===== config.mk =====
export PLATFORM = sky130hd
export DESIGN_NAME = trapezoid_feeder_flat
export DESIGN_NICKNAME = d
export VERILOG_FILES = /design/src/rtl/trapezoid_feeder_if.sv /design/src/rtl/trapezoid_feeder.sv /design/src/flat_wrapper.sv
export SDC_FILE = /design/constraint.sdc
export NUM_CORES = 1
export LEC_CHECK = 0
export ABC_CLOCK_PERIOD_IN_PS = 6950
export CORE_UTILIZATION = 52
export CTS_CLUSTER_SIZE = 28
export DETAILED_ROUTE_END_ITERATION = 6
export PLACE_DENSITY = 0.74
export RECOVER_POWER = 100
export SLEW_MARGIN = 20
export SYNTH_ARGS = -nofsm -noshare
export SYNTH_HDL_FRONTEND = slang
export SYNTH_SLANG_ARGS = --single-unit

===== constraint.sdc =====
create_clock -name clk -period 6.95 [get_ports clk]
set_input_delay 0.695 -clock clk [delete_from_list [all_inputs] [get_ports clk]]
set_output_delay 0.695 -clock clk [all_outputs]
set_load 0.005 [all_outputs]

===== src/rtl/trapezoid_feeder_if.sv =====
// ---------------------------------------------------------------------------
// trapezoid_feeder_if
//   Descriptor channel between the host/command logic and trapezoid_feeder.
//   One descriptor is transferred on every rising clock edge where
//   desc_valid and desc_ready are both high.
//
//   desc_valid  host -> feeder   descriptor offered
//   desc_ready  feeder -> host   feeder can take a descriptor this cycle
//   desc_x      host -> feeder   {x1,x2,x3,x4}, x1 in [31:24]
//   desc_y      host -> feeder   {y1,y2,y3,y4}, y1 in [31:24]
//
//   master: the side that produces descriptors (host)
//   slave : the side that consumes descriptors (trapezoid_feeder)
// ---------------------------------------------------------------------------
interface trapezoid_feeder_if;
  logic        desc_valid;
  logic        desc_ready;
  logic [31:0] desc_x;
  logic [31:0] desc_y;

  modport master (
    output desc_valid,
    output desc_x,
    output desc_y,
    input  desc_ready
  );

  modport slave (
    input  desc_valid,
    input  desc_x,
    input  desc_y,
    output desc_ready
  );
endinterface


===== src/rtl/trapezoid_feeder.sv =====
// ---------------------------------------------------------------------------
// trapezoid_feeder
//   Host-side sequencer for the trapezoid renderer. Descriptors are queued in
//   a small FIFO; each one is sent to the renderer as an nt strobe followed by
//   four vertices on xi/yi. The renderer's pixel stream (po/xo/yo) is then
//   counted and bounds-checked against the vertex bounding box, and a
//   one-cycle done pulse reports the result of every trapezoid.
//
// Ports
//   clk          rising-edge clock
//   reset        asynchronous, active-low reset
//   desc         descriptor channel (slave side of trapezoid_feeder_if)
//   nt           new-trapezoid strobe to the renderer (one cycle per shape)
//   xi, yi       vertex coordinate to the renderer
//   busy         renderer busy
//   po, xo, yo   renderer pixel valid / x / y
//   done         one-cycle pulse, result fields valid in the same cycle
//   pix_cnt      pixels received for the last trapezoid (saturating)
//   err_oob      last trapezoid produced at least one pixel outside its bbox
//   err_timeout  last trapezoid hit the busy-wait or render time limit
//
// Timing summary
//   Descriptor accepted into an empty FIFO with busy low: nt is high two
//   cycles later, followed by vertices 2..4 on consecutive cycles. done and
//   the result fields are registered on entry to REPORT, so done is high
//   exactly during the REPORT cycle.
// ---------------------------------------------------------------------------
module trapezoid_feeder #(
  parameter int DEPTH        = 4,
  parameter int CNT_W        = 16,
  parameter int WAIT_LIMIT   = 16,
  parameter int RENDER_LIMIT = 65535
) (
  input  logic                 clk,
  input  logic                 reset,
  trapezoid_feeder_if.slave    desc,
  output logic                 nt,
  output logic [7:0]           xi,
  output logic [7:0]           yi,
  input  logic                 busy,
  input  logic                 po,
  input  logic [7:0]           xo,
  input  logic [7:0]           yo,
  output logic                 done,
  output logic [CNT_W-1:0]     pix_cnt,
  output logic                 err_oob,
  output logic                 err_timeout
);

  localparam int AW     = $clog2(DEPTH);
  localparam int WAIT_W = $clog2(WAIT_LIMIT + 1);
  localparam int REN_W  = $clog2(RENDER_LIMIT + 1);

  // Last counter value before the limit is reached; the transition happens
  // on the edge that would bring the counter to the limit.
  localparam logic [WAIT_W-1:0] WAIT_LAST = WAIT_W'(WAIT_LIMIT - 1);
  localparam logic [REN_W-1:0]  REN_LAST  = REN_W'(RENDER_LIMIT - 1);

  typedef enum logic [2:0] {
    IDLE,
    SEND,
    WAIT_BUSY,
    RENDER,
    REPORT
  } state_t;

  // -------------------------------------------------------------------------
  // Descriptor FIFO
  // -------------------------------------------------------------------------
  // Pointers carry one extra wrap bit so full and empty are distinguishable.
  logic [AW:0]  wr_ptr_q, wr_ptr_d;
  logic [AW:0]  rd_ptr_q, rd_ptr_d;
  logic [63:0]  fifo_mem [DEPTH];
  logic [63:0]  head;
  logic         fifo_empty;
  logic         fifo_full;
  logic         ready_en_q;
  logic         desc_ready_int;
  logic         push;

  assign fifo_empty = (wr_ptr_q == rd_ptr_q);
  assign fifo_full  = (wr_ptr_q[AW] != rd_ptr_q[AW]) &&
                      (wr_ptr_q[AW-1:0] == rd_ptr_q[AW-1:0]);

  // ready_en_q keeps desc_ready low while reset is asserted and until the
  // first clock edge after release.
  assign desc_ready_int  = ready_en_q & ~fifo_full;
  assign desc.desc_ready = desc_ready_int;
  assign push            = desc.desc_valid & desc_ready_int;
  assign head            = fifo_mem[rd_ptr_q[AW-1:0]];

  always_ff @(posedge clk) begin
    if (push) begin
      fifo_mem[wr_ptr_q[AW-1:0]] <= {desc.desc_x, desc.desc_y};
    end
  end

  // -------------------------------------------------------------------------
  // Vertex unpacking and bounding box of the FIFO head
  // -------------------------------------------------------------------------
  logic [31:0] desc_x_q, desc_x_d;
  logic [31:0] desc_y_q, desc_y_d;
  logic [7:0]  head_x [4];
  logic [7:0]  head_y [4];
  logic [7:0]  cur_x  [4];
  logic [7:0]  cur_y  [4];

  genvar gi;
  generate
    for (gi = 0; gi < 4; gi++) begin : g_vtx
      // Vertex 1 lives in the most significant byte.
      assign head_x[gi] = head[63-8*gi -: 8];
      assign head_y[gi] = head[31-8*gi -: 8];
      assign cur_x[gi]  = desc_x_q[31-8*gi -: 8];
      assign cur_y[gi]  = desc_y_q[31-8*gi -: 8];
    end
  endgenerate

  logic [7:0] head_xmin, head_xmax, head_ymin, head_ymax;

  always_comb begin
    head_xmin = head_x[0];
    head_xmax = head_x[0];
    head_ymin = head_y[0];
    head_ymax = head_y[0];
    for (int i = 1; i < 4; i++) begin
      if (head_x[i] < head_xmin) head_xmin = head_x[i];
      if (head_x[i] > head_xmax) head_xmax = head_x[i];
      if (head_y[i] < head_ymin) head_ymin = head_y[i];
      if (head_y[i] > head_ymax) head_ymax = head_y[i];
    end
  end

  // -------------------------------------------------------------------------
  // Sequencer state
  // -------------------------------------------------------------------------
  state_t             state_q, state_d;
  logic [1:0]         idx_q, idx_d;
  logic [7:0]         xmin_q, xmin_d, xmax_q, xmax_d;
  logic [7:0]         ymin_q, ymin_d, ymax_q, ymax_d;
  logic [WAIT_W-1:0]  wait_cnt_q, wait_cnt_d;
  logic [REN_W-1:0]   ren_cnt_q, ren_cnt_d;
  logic [CNT_W-1:0]   acc_q, acc_d;
  logic               oob_acc_q, oob_acc_d;

  logic               nt_q, nt_d;
  logic [7:0]         xi_q, xi_d;
  logic [7:0]         yi_q, yi_d;
  logic               done_q, done_d;
  logic [CNT_W-1:0]   pix_cnt_q, pix_cnt_d;
  logic               err_oob_q, err_oob_d;
  logic               err_timeout_q, err_timeout_d;

  logic               finish;
  logic               timeout_hit;
  logic               pix_oob;

  assign pix_oob = (xo < xmin_q) || (xo > xmax_q) ||
                   (yo < ymin_q) || (yo > ymax_q);

  always_ff @(posedge clk or negedge reset) begin
    if (!reset) begin
      wr_ptr_q      <= '0;
      rd_ptr_q      <= '0;
      ready_en_q    <= 1'b0;
      state_q       <= IDLE;
      idx_q         <= '0;
      desc_x_q      <= '0;
      desc_y_q      <= '0;
      xmin_q        <= '0;
      xmax_q        <= '0;
      ymin_q        <= '0;
      ymax_q        <= '0;
      wait_cnt_q    <= '0;
      ren_cnt_q     <= '0;
      acc_q         <= '0;
      oob_acc_q     <= 1'b0;
      nt_q          <= 1'b0;
      xi_q          <= '0;
      yi_q          <= '0;
      done_q        <= 1'b0;
      pix_cnt_q     <= '0;
      err_oob_q     <= 1'b0;
      err_timeout_q <= 1'b0;
    end else begin
      wr_ptr_q      <= wr_ptr_d;
      rd_ptr_q      <= rd_ptr_d;
      ready_en_q    <= 1'b1;
      state_q       <= state_d;
      idx_q         <= idx_d;
      desc_x_q      <= desc_x_d;
      desc_y_q      <= desc_y_d;
      xmin_q        <= xmin_d;
      xmax_q        <= xmax_d;
      ymin_q        <= ymin_d;
      ymax_q        <= ymax_d;
      wait_cnt_q    <= wait_cnt_d;
      ren_cnt_q     <= ren_cnt_d;
      acc_q         <= acc_d;
      oob_acc_q     <= oob_acc_d;
      nt_q          <= nt_d;
      xi_q          <= xi_d;
      yi_q          <= yi_d;
      done_q        <= done_d;
      pix_cnt_q     <= pix_cnt_d;
      err_oob_q     <= err_oob_d;
      err_timeout_q <= err_timeout_d;
    end
  end

  always_comb begin
    state_d       = state_q;
    idx_d         = idx_q;
    wr_ptr_d      = wr_ptr_q + {{AW{1'b0}}, push};
    rd_ptr_d      = rd_ptr_q;
    desc_x_d      = desc_x_q;
    desc_y_d      = desc_y_q;
    xmin_d        = xmin_q;
    xmax_d        = xmax_q;
    ymin_d        = ymin_q;
    ymax_d        = ymax_q;
    wait_cnt_d    = wait_cnt_q;
    ren_cnt_d     = ren_cnt_q;
    acc_d         = acc_q;
    oob_acc_d     = oob_acc_q;
    nt_d          = 1'b0;
    xi_d          = xi_q;
    yi_d          = yi_q;
    done_d        = 1'b0;
    pix_cnt_d     = pix_cnt_q;
    err_oob_d     = err_oob_q;
    err_timeout_d = err_timeout_q;
    finish        = 1'b0;
    timeout_hit   = 1'b0;

    unique case (state_q)
      IDLE: begin
        // Only start a new shape once the renderer has dropped busy.
        if (!fifo_empty && !busy) begin
          state_d   = SEND;
          idx_d     = 2'd0;
          rd_ptr_d  = rd_ptr_q + {{AW{1'b0}}, 1'b1};
          desc_x_d  = head[63:32];
          desc_y_d  = head[31:0];
          xmin_d    = head_xmin;
          xmax_d    = head_xmax;
          ymin_d    = head_ymin;
          ymax_d    = head_ymax;
          acc_d     = '0;
          oob_acc_d = 1'b0;
        end
      end

      SEND: begin
        // Outputs are registered, so vertex idx_q appears on xi/yi one
        // cycle after this state slot; the last vertex then stays put.
        nt_d = (idx_q == 2'd0);
        xi_d = cur_x[idx_q];
        yi_d = cur_y[idx_q];
        if (idx_q == 2'd3) begin
          state_d    = WAIT_BUSY;
          wait_cnt_d = '0;
        end else begin
          idx_d = idx_q + 2'd1;
        end
      end

      WAIT_BUSY: begin
        if (busy) begin
          state_d    = RENDER;
          wait_cnt_d = '0;
          ren_cnt_d  = '0;
        end else if (wait_cnt_q == WAIT_LAST) begin
          timeout_hit = 1'b1;
          finish      = 1'b1;
        end else begin
          wait_cnt_d = wait_cnt_q + WAIT_W'(1);
        end
      end

      RENDER: begin
        if (po) begin
          if (acc_q != {CNT_W{1'b1}}) begin
            acc_d = acc_q + CNT_W'(1);
          end
          if (pix_oob) begin
            oob_acc_d = 1'b1;
          end
        end
        // busy low ends the shape normally even on the limit cycle; the pixel
        // accepted above in this same cycle is still part of the result.
        if (!busy) begin
          finish = 1'b1;
        end else if (ren_cnt_q == REN_LAST) begin
          timeout_hit = 1'b1;
          finish      = 1'b1;
        end else begin
          ren_cnt_d = ren_cnt_q + REN_W'(1);
        end
      end

      REPORT: begin
        state_d = IDLE;
      end

      default: begin
        state_d = IDLE;
      end
    endcase

    // Results are captured on the way into REPORT so that done and the
    // result fields line up during the REPORT cycle.
    if (finish) begin
      state_d       = REPORT;
      done_d        = 1'b1;
      pix_cnt_d     = acc_d;
      err_oob_d     = oob_acc_d;
      err_timeout_d = timeout_hit;
    end
  end

  assign nt          = nt_q;
  assign xi          = xi_q;
  assign yi          = yi_q;
  assign done        = done_q;
  assign pix_cnt     = pix_cnt_q;
  assign err_oob     = err_oob_q;
  assign err_timeout = err_timeout_q;

endmodule


===== src/flat_wrapper.sv =====
// flat-port wrapper written by rule: the top's interface ports become plain ports
module trapezoid_feeder_flat 
#(
  parameter int DEPTH        = 4,
  parameter int CNT_W        = 16,
  parameter int WAIT_LIMIT   = 16,
  parameter int RENDER_LIMIT = 65535
)
  (clk, reset, nt, xi, yi, busy, po, xo, yo, done, pix_cnt, err_oob, err_timeout, desc_desc_valid, desc_desc_x, desc_desc_y, desc_desc_ready);
  trapezoid_feeder_if desc_i ();
  input  logic clk;
  input  logic reset;
  output logic nt;
  output logic [7:0] xi;
  output logic [7:0] yi;
  input  logic busy;
  input  logic po;
  input  logic [7:0] xo;
  input  logic [7:0] yo;
  output logic done;
  output logic [CNT_W-1:0] pix_cnt;
  output logic err_oob;
  output logic err_timeout;
  input wire logic [$bits(desc_i.desc_valid)-1:0] desc_desc_valid;
  input wire logic [$bits(desc_i.desc_x)-1:0] desc_desc_x;
  input wire logic [$bits(desc_i.desc_y)-1:0] desc_desc_y;
  output wire logic [$bits(desc_i.desc_ready)-1:0] desc_desc_ready;
  assign desc_i.desc_valid = desc_desc_valid;
  assign desc_i.desc_x = desc_desc_x;
  assign desc_i.desc_y = desc_desc_y;
  assign desc_desc_ready = desc_i.desc_ready;
  trapezoid_feeder #(.DEPTH(DEPTH), .CNT_W(CNT_W), .WAIT_LIMIT(WAIT_LIMIT), .RENDER_LIMIT(RENDER_LIMIT)) u_core (.clk(clk), .reset(reset), .desc(desc_i), .nt(nt), .xi(xi), .yi(yi), .busy(busy), .po(po), .xo(xo), .yo(yo), .done(done), .pix_cnt(pix_cnt), .err_oob(err_oob), .err_timeout(err_timeout));
endmodule

Word-level counts from Yosys, hierarchy flattened:

Memories as Yosys holds them, arrays and structs flattened.
Cells that the tools add are included.

* memory bits (writable): 256
* output and inout bits: 37
* register bits: 182
* input port bits: 85
* word-level logic and storage cells: 141
* memories kept: 1

Memory list
* u_core.fifo_mem: depth 4, bits a word 64, rd ports 1, clocked after Yosys merged registers in 0, write ports 1, line trapezoid_feeder.sv:73 `logic [63:0] fifo_mem [DEPTH];`

* equality and inequality tests: 21
* bitwise operators: 4
* add/sub/neg operators: 6
* $lt $le $gt $ge: 17
* reduce and logical (&&, ||, !) cells: 17
* muxes and demuxes: 53

Operators with widths (number)
* two-way mux 8 bit: 16
* two-way mux 16 bit: 6
* greater-than comparator 8 bit: 8
* less-than comparator 8 bit: 8
* one-hot mux 16 bit (2 select lines): 2
* adder 16 x 1 -> 16 bit, second input constant: 2
* binary-select mux 8 bit (select 2 bit): 2
* == test 16 bit, second input constant: 1
* != test 16 bit, second input constant: 1
* two-way mux 5 bit: 3
* two-way mux 1 bit: 12
* two-way mux 3 bit: 4
* one-hot mux 3 bit (4 select lines): 1
* one-hot mux 5 bit (2 select lines): 1
* != test 2 bit, second input constant: 4
* AND reduction 4 bit: 2
* == test 3 x 2 -> 1 bit, second input constant: 2
* != test 2 x 1 -> 1 bit, second input constant: 3
* != test 3 x 1 -> 1 bit, second input constant: 2
* one-hot mux 1 bit (2 select lines): 3
* AND reduction 3 bit: 2
* nonzero test 2 bit: 3
* adder 5 x 1 -> 5 bit, second input constant: 1
* == test 5 x 4 -> 1 bit, second input constant: 1
* other kinds (22): 28

Logic depth before layout (Yosys ltp):

* depth in word-level cells: 7
* mapped depth: 31
* depth with buffers taken out: 27

Worst setup path after synthesis:

Ideal clock, no wire load.

* path type: reg-to-reg
* start point: reg u_core.rd_ptr_q[0]
* end point: reg u_core.xmax_q[1]
* setup time: 79 ps
* period minus slack after synthesis: 6818 ps
* arrival: 6739 ps
* path buffers: 4
* cell stages (with the launch flop): 28
* path slack: 132 ps
* required time: 6871 ps
* cells stage by stage: dfrtp_1 -> buf_4 -> buf_6 -> buf_2 -> buf_2 -> mux4_2 -> ha_1 -> nand2_1 -> o41a_1 -> nor2_2 -> mux2i_1 -> ha_1 -> nand2_1 -> or3_1 -> a211o_1 -> o311ai_1 -> a211oi_1 -> a221oi_4 -> mux2_2 -> ha_1 -> nor2b_1 -> o21a_1 -> o21a_1 -> o21ai_0 -> a21oi_1 -> o2bb2ai_1 -> nand2_1 -> o21ai_1

* cells in the longest elaborated chain, start to end: 7
* elaborated cells on any way between the ends: 11
* classes of those cells: 3 x order compare; 1 x eq/ne; 3 x mux; 3 x reduce/logical; 1 x memory

RTL lines
* start: declaration: line trapezoid_feeder.sv:72 `logic [AW:0] rd_ptr_q, rd_ptr_d;`
* start signal: assignment: line trapezoid_feeder.sv:187 `rd_ptr_q <= rd_ptr_d;`
* memory (4 x 64 bit) (*)
* net u_core.head[54]: line trapezoid_feeder.sv:74 `logic [63:0] head;`
* greater-than comparator 8 bit: line trapezoid_feeder.sv:128 `if (head_x[i] > head_xmax) head_xmax = head_x[i];`
* two-way mux 8 bit (*): line trapezoid_feeder.sv:128
* greater-than comparator 8 bit: line trapezoid_feeder.sv:128
* two-way mux 8 bit (*): line trapezoid_feeder.sv:128
* greater-than comparator 8 bit: line trapezoid_feeder.sv:128
* two-way mux 8 bit (*): line trapezoid_feeder.sv:128
* end signal: assignment: line trapezoid_feeder.sv:194 `xmax_q <= xmax_d;`
* end: declaration: line trapezoid_feeder.sv:139 `logic [7:0] xmin_q, xmin_d, xmax_q, xmax_d;`

The timed path passes the listed nets; every way through them passes the cells marked *.
A chain may end at the register's enable or synchronous reset.

Worst setup path after layout:

* start point: reg u_core.rd_ptr_q[1]
* end point: reg u_core.xmax_q[7]

* cells in the longest elaborated chain, start to end: 7
* elaborated cells on any way between the ends: 11
* classes of those cells: 3 x order compare; 1 x eq/ne; 3 x mux; 3 x reduce/logical; 1 x memory

RTL lines (line)
* memory (4 x 64 bit)
* greater-than comparator 8 bit: trapezoid_feeder.sv:128
* two-way mux 8 bit: trapezoid_feeder.sv:128
* greater-than comparator 8 bit: trapezoid_feeder.sv:128
* two-way mux 8 bit: trapezoid_feeder.sv:128
* greater-than comparator 8 bit: trapezoid_feeder.sv:128
* two-way mux 8 bit: trapezoid_feeder.sv:128

Parallel ways exist; a longest one is shown, timed or not.

==> run_results.csv <==
group,metric,value,unit
synthesis,ys_warn_count,0,
die,initial_utilization,52.87,%
sta,finalSetupViolCount,0,
sta,max_slew_margin,-212.2,%
run_status,status,"complete, but fails checks",
place,place.gp.congestion,0.8961,
cells_and_area,fin_nets,1855,
pwr,ir_worst_vdd,0.0003039,V
synthesis,synthSimpleGateAreaFrac,8.972,%
synthesis,yosys-top-cells-count,"edfxtp_1 (256), nand2_1 (207), dfrtp_1 (182)",
die,fp.dieW,200.7,µm
synthesis,synth-main-ff-cell,"edfxtp_1",
worst_setup_path,critical_path.endpoint,"u_core.xmax_q[7]",
global_route,overflow,0,
detailed_routing,ant_nets,0,
synthesis,async_reset_ff_share,41.55,%
die,die_h,200.7,µm
worst_setup_path,r2r-start,"u_core.rd_ptr_q[1]",
cells_and_area,antennaDiodeCount,0,
synthesis,yosys.area.top_type,"edfxtp_1",
synthesis,synthCells,1507,
global_route,grt_pass1_wl,71350,µm
worst_setup_path,worstPathRequired,7.44,ns
synthesis,syn_avg_cell_area,13.62,µm²
worst_setup_path,critPathKind,"flop to flop",
worst_setup_path,crit_top_cell,"ha_1",
synthesis,synth.top_cell.area_share,37.45,%
synthesis,netlist_area,0.02053,mm²
hold_path,hold_path_class,"flop to flop",
detailed_routing,routed_wl,45090,µm
synthesis,ys_seq_area_share,59.63,%
synthesis,syn_nets,1706,
clocking,numCtsBuffers,46,
cells_and_area,fill_cells,2869,
global_route,first_global_vias,12829,
global_route,grt_use_met1,33.97,%
detailed_routing,drtPass1Iterations,5,
worst_setup_path,r2r_end,"u_core.xmax_q[7]",
run_status,violations,"max-capacitance violations, max-slew violations",
worst_setup_path,critical_path_arrival,7.03,ns
die,num_io_pins,122,
synthesis,synth_top_family_by_area,"multiplexers",
run,drv_cap,7,
sta,finClkSkew,0.01195,ns
synthesis,synthMuxAreaShare,14.00,%
worst_setup_path,timing.critical_path.from,"u_core.rd_ptr_q[1]",
place,place.port_buffers,121,
sta,worstMarginPinSlew,4.684,ns
global_route,use_met3,3.474,%
pwr,p_per_area,542.7,mW/mm²
detailed_routing,num_vias,12848,
worst_setup_path,path_delay_family,"compound AO/OA/AOI/OAI gates",
global_route,antenna_found_initial,0,
synthesis,synth_compound_area_share,7.088,%
die,core,0.03883,mm²
detailed_routing,wire_per_inst,20.38,µm
worst_setup_path,cp_max_fo,17,
clocking,cts_root_buffer,"clkbuf_16",
global_route,grt.busiest_layer,"met2",
cells_and_area,final_layout_size_suffix_gt1_share,16.29,%
detailed_routing,viasPerCell,5.808,
clocking,cts_hold_buf,0,
worst_setup_path,critPathLaunchType,"flop",
worst_setup_path,critPathSlowestCell,"dfrtp_2",
cells_and_area,seqCellArea,0.01225,mm²
synthesis,synth.distinct_cells,62,
sta,hold_viol,0,
cells_and_area,multi_input_area,0.007833,mm²
global_route,grt_use_met2,35.00,%
place,place_hpwl,31290,µm
detailed_routing,drt-initial-drc-count,929,
cells_and_area,synthToLayoutAreaGrowth,17.16,%
clocking,cts_tree,"built",
sta,finalMaxSlewViolations,406,
clocking,clk_pin_slew,0.06,ns
sta,hold_slack,0.4743,ns
clocking,clock_latency,0.58,ns
pwr,p_leak,9.719,nW
synthesis,yosys_register_bits,438,
synthesis,synthTopCellsByArea,"edfxtp_1 (37%), dfrtp_1 (22%), mux4_2 (8.6%), ha_1 (6.9%), mux2_2 (3.8%)",
sta,finalCritPeriodShare,94.20,%
clocking,clock_path_buffers,3,
sta,period_needed,6.547,ns
synthesis,yosys.area_share.xor_xnor,0.9386,%
die,rows,72,
synthesis,synth_fa_ha_area_share,6.948,%
global_route,grt_max_degree,100,
pwr,p_total,13.05,mW
detailed_routing,remaining_drc_errors,0,
sta,fmax,0.1527,GHz
worst_setup_path,regToRegSetupSlack,0.40,ns
clocking,cts_max_level,2,
worst_setup_path,crit_cells,27,
synthesis,synth_edf_count,256,
worst_setup_path,worstRegToRegCells,27,
worst_setup_path,path_buf_inv,3,
worst_setup_path,max_stage_delay,0.69,ns
synthesis,yosysMostFrequentCell,"edfxtp_1",
sta,rsz0062_at_grt,"false",
sta,fin_tns_setup,0,ns
global_route,grtUsageTotal,22.85,%
die,dieArea,0.04028,mm²
worst_setup_path,worst_setup_path_end_kind,"flop",
clocking,clock-sinks,438,
sequential cells by signal (all words and copies together), names as in the netlist, 16 cells and up:
name	count
u_core.acc_q	16
u_core.cur_x	32
u_core.cur_y	32
u_core.fifo_mem	256
u_core.pix_cnt	16
u_core.ren_cnt_q	16
where the power goes:
part	total [mW]	internal, mW	switching, mW
logic	6.80	3.01	3.80
clock network	2.55	1.54	1.01
registers	3.70	3.37	0.331
per-stage QoR:
step | setup slack (ns) | cell area (µm²) | util (%) | std cells
2_1_floorplan | 0.1318 | 20530 | - | 1507
3_3_place_gp | 0.2791 | 22440 | 57.80 | 2124
3_5_place_dp | 0.06896 | 22440 | 57.80 | 2124
4_1_cts | 0.03568 | 24030 | 61.90 | 2210
5_1_grt | 0.007893 | 24050 | 61.94 | 2212
6_report | 0.4031 | 24050 | 61.94 | 2212
routing by layer:
metal,up-vias,wire (µm)
li1,5946,-
met1,6443,21180
met2,398,20250
met3,61,2618
met4,0,1038
met5,-,0
kinds of logic after synthesis:
group,count (synthesis)
DFF,438
and+or+nand+nor,398
xor gates and xnor gates,22
buffers and inverters,124
other,1
muxes,181
AOI/OAI and AO/OA,229
adders and majority gates,114
layout make-up:
cell class	instances	area share [%]
clock inverter	28	1.425
sequential	438	50.92
clock buffer	58	5.187
tap	518	2.695
inverter	75	1.171
timing repair buffer	150	6.035
multi-input combinational	945	32.57
cells in the final DEF (no fill, tap or decap), drive strengths merged, types with 9 or more instances in the layout:
master         synthesis  layout
clkbuf                34      68
nor3                  16      16
o211ai                14      14
nand3                 32      32
mux4                  78      78
o21bai                 9       9
nor2                  54      54
nand4                 20      20
buf                   15      20
inv                   75      78
or3b                  14      14
mux2i                 34      34
dlygate4sd3            0     101
nand2                207     207
nand2b                12      12
clkinv                 0      17
ha                   114     114
edfxtp               256     256
dfrtp                182     182
nor2b                 11      11
clkdlybuf4s50          0      19
mux2                  69      69
a21oi                 56      56
xor2                  17      17
a21o                  16      16
o21ai                 86      86
worst reg2reg max path: stages (launching register included):
cell and delay [ns]:
dfrtp_2 0.69, buf_4 0.31, mux4_2 0.37, inv_1 0.15
ha_1 0.25, nor2b_1 0.13, o21bai_1 0.15, a21oi_1 0.15
nor2_4 0.24, mux2i_1 0.28, ha_1 0.19, nand2_1 0.10
or3_1 0.36, a211o_1 0.27, o311ai_1 0.09, a211oi_1 0.13
a221oi_4 0.42, mux2_2 0.42, ha_1 0.30, nor2b_1 0.13
o21a_1 0.16, o21a_1 0.17, o21ai_0 0.16, a21oi_1 0.09
o2bb2ai_1 0.15, buf_4 0.19, nand2_1 0.17, o21ai_0 0.23
worst min-delay path by stage:
stage / from / end / slack (ns) / cells past startpoint
final: u_core.cur_x[24] / u_core.cur_x[24] / 0.47 / 2
after global routing: u_core.cur_x[4] / u_core.cur_x[4] / 0.50 / 2
after CTS: reset / u_core.cur_y[29] / 0.20 / 1
after detailed placement: u_core.cur_x[24] / u_core.cur_x[24] / 0.46 / 2
after global placement: u_core.cur_y[21] / u_core.cur_y[21] / 0.45 / 2
after floorplan: reset / u_core.acc_q[0] / 0.40 / 0
what timing repair did:
item                       in CTS  in global routing
resized for setup               0                  4
setup endpoints to repair       0                 23
buffers inserted                0                  2
Power figures use the tool's default switching activity.
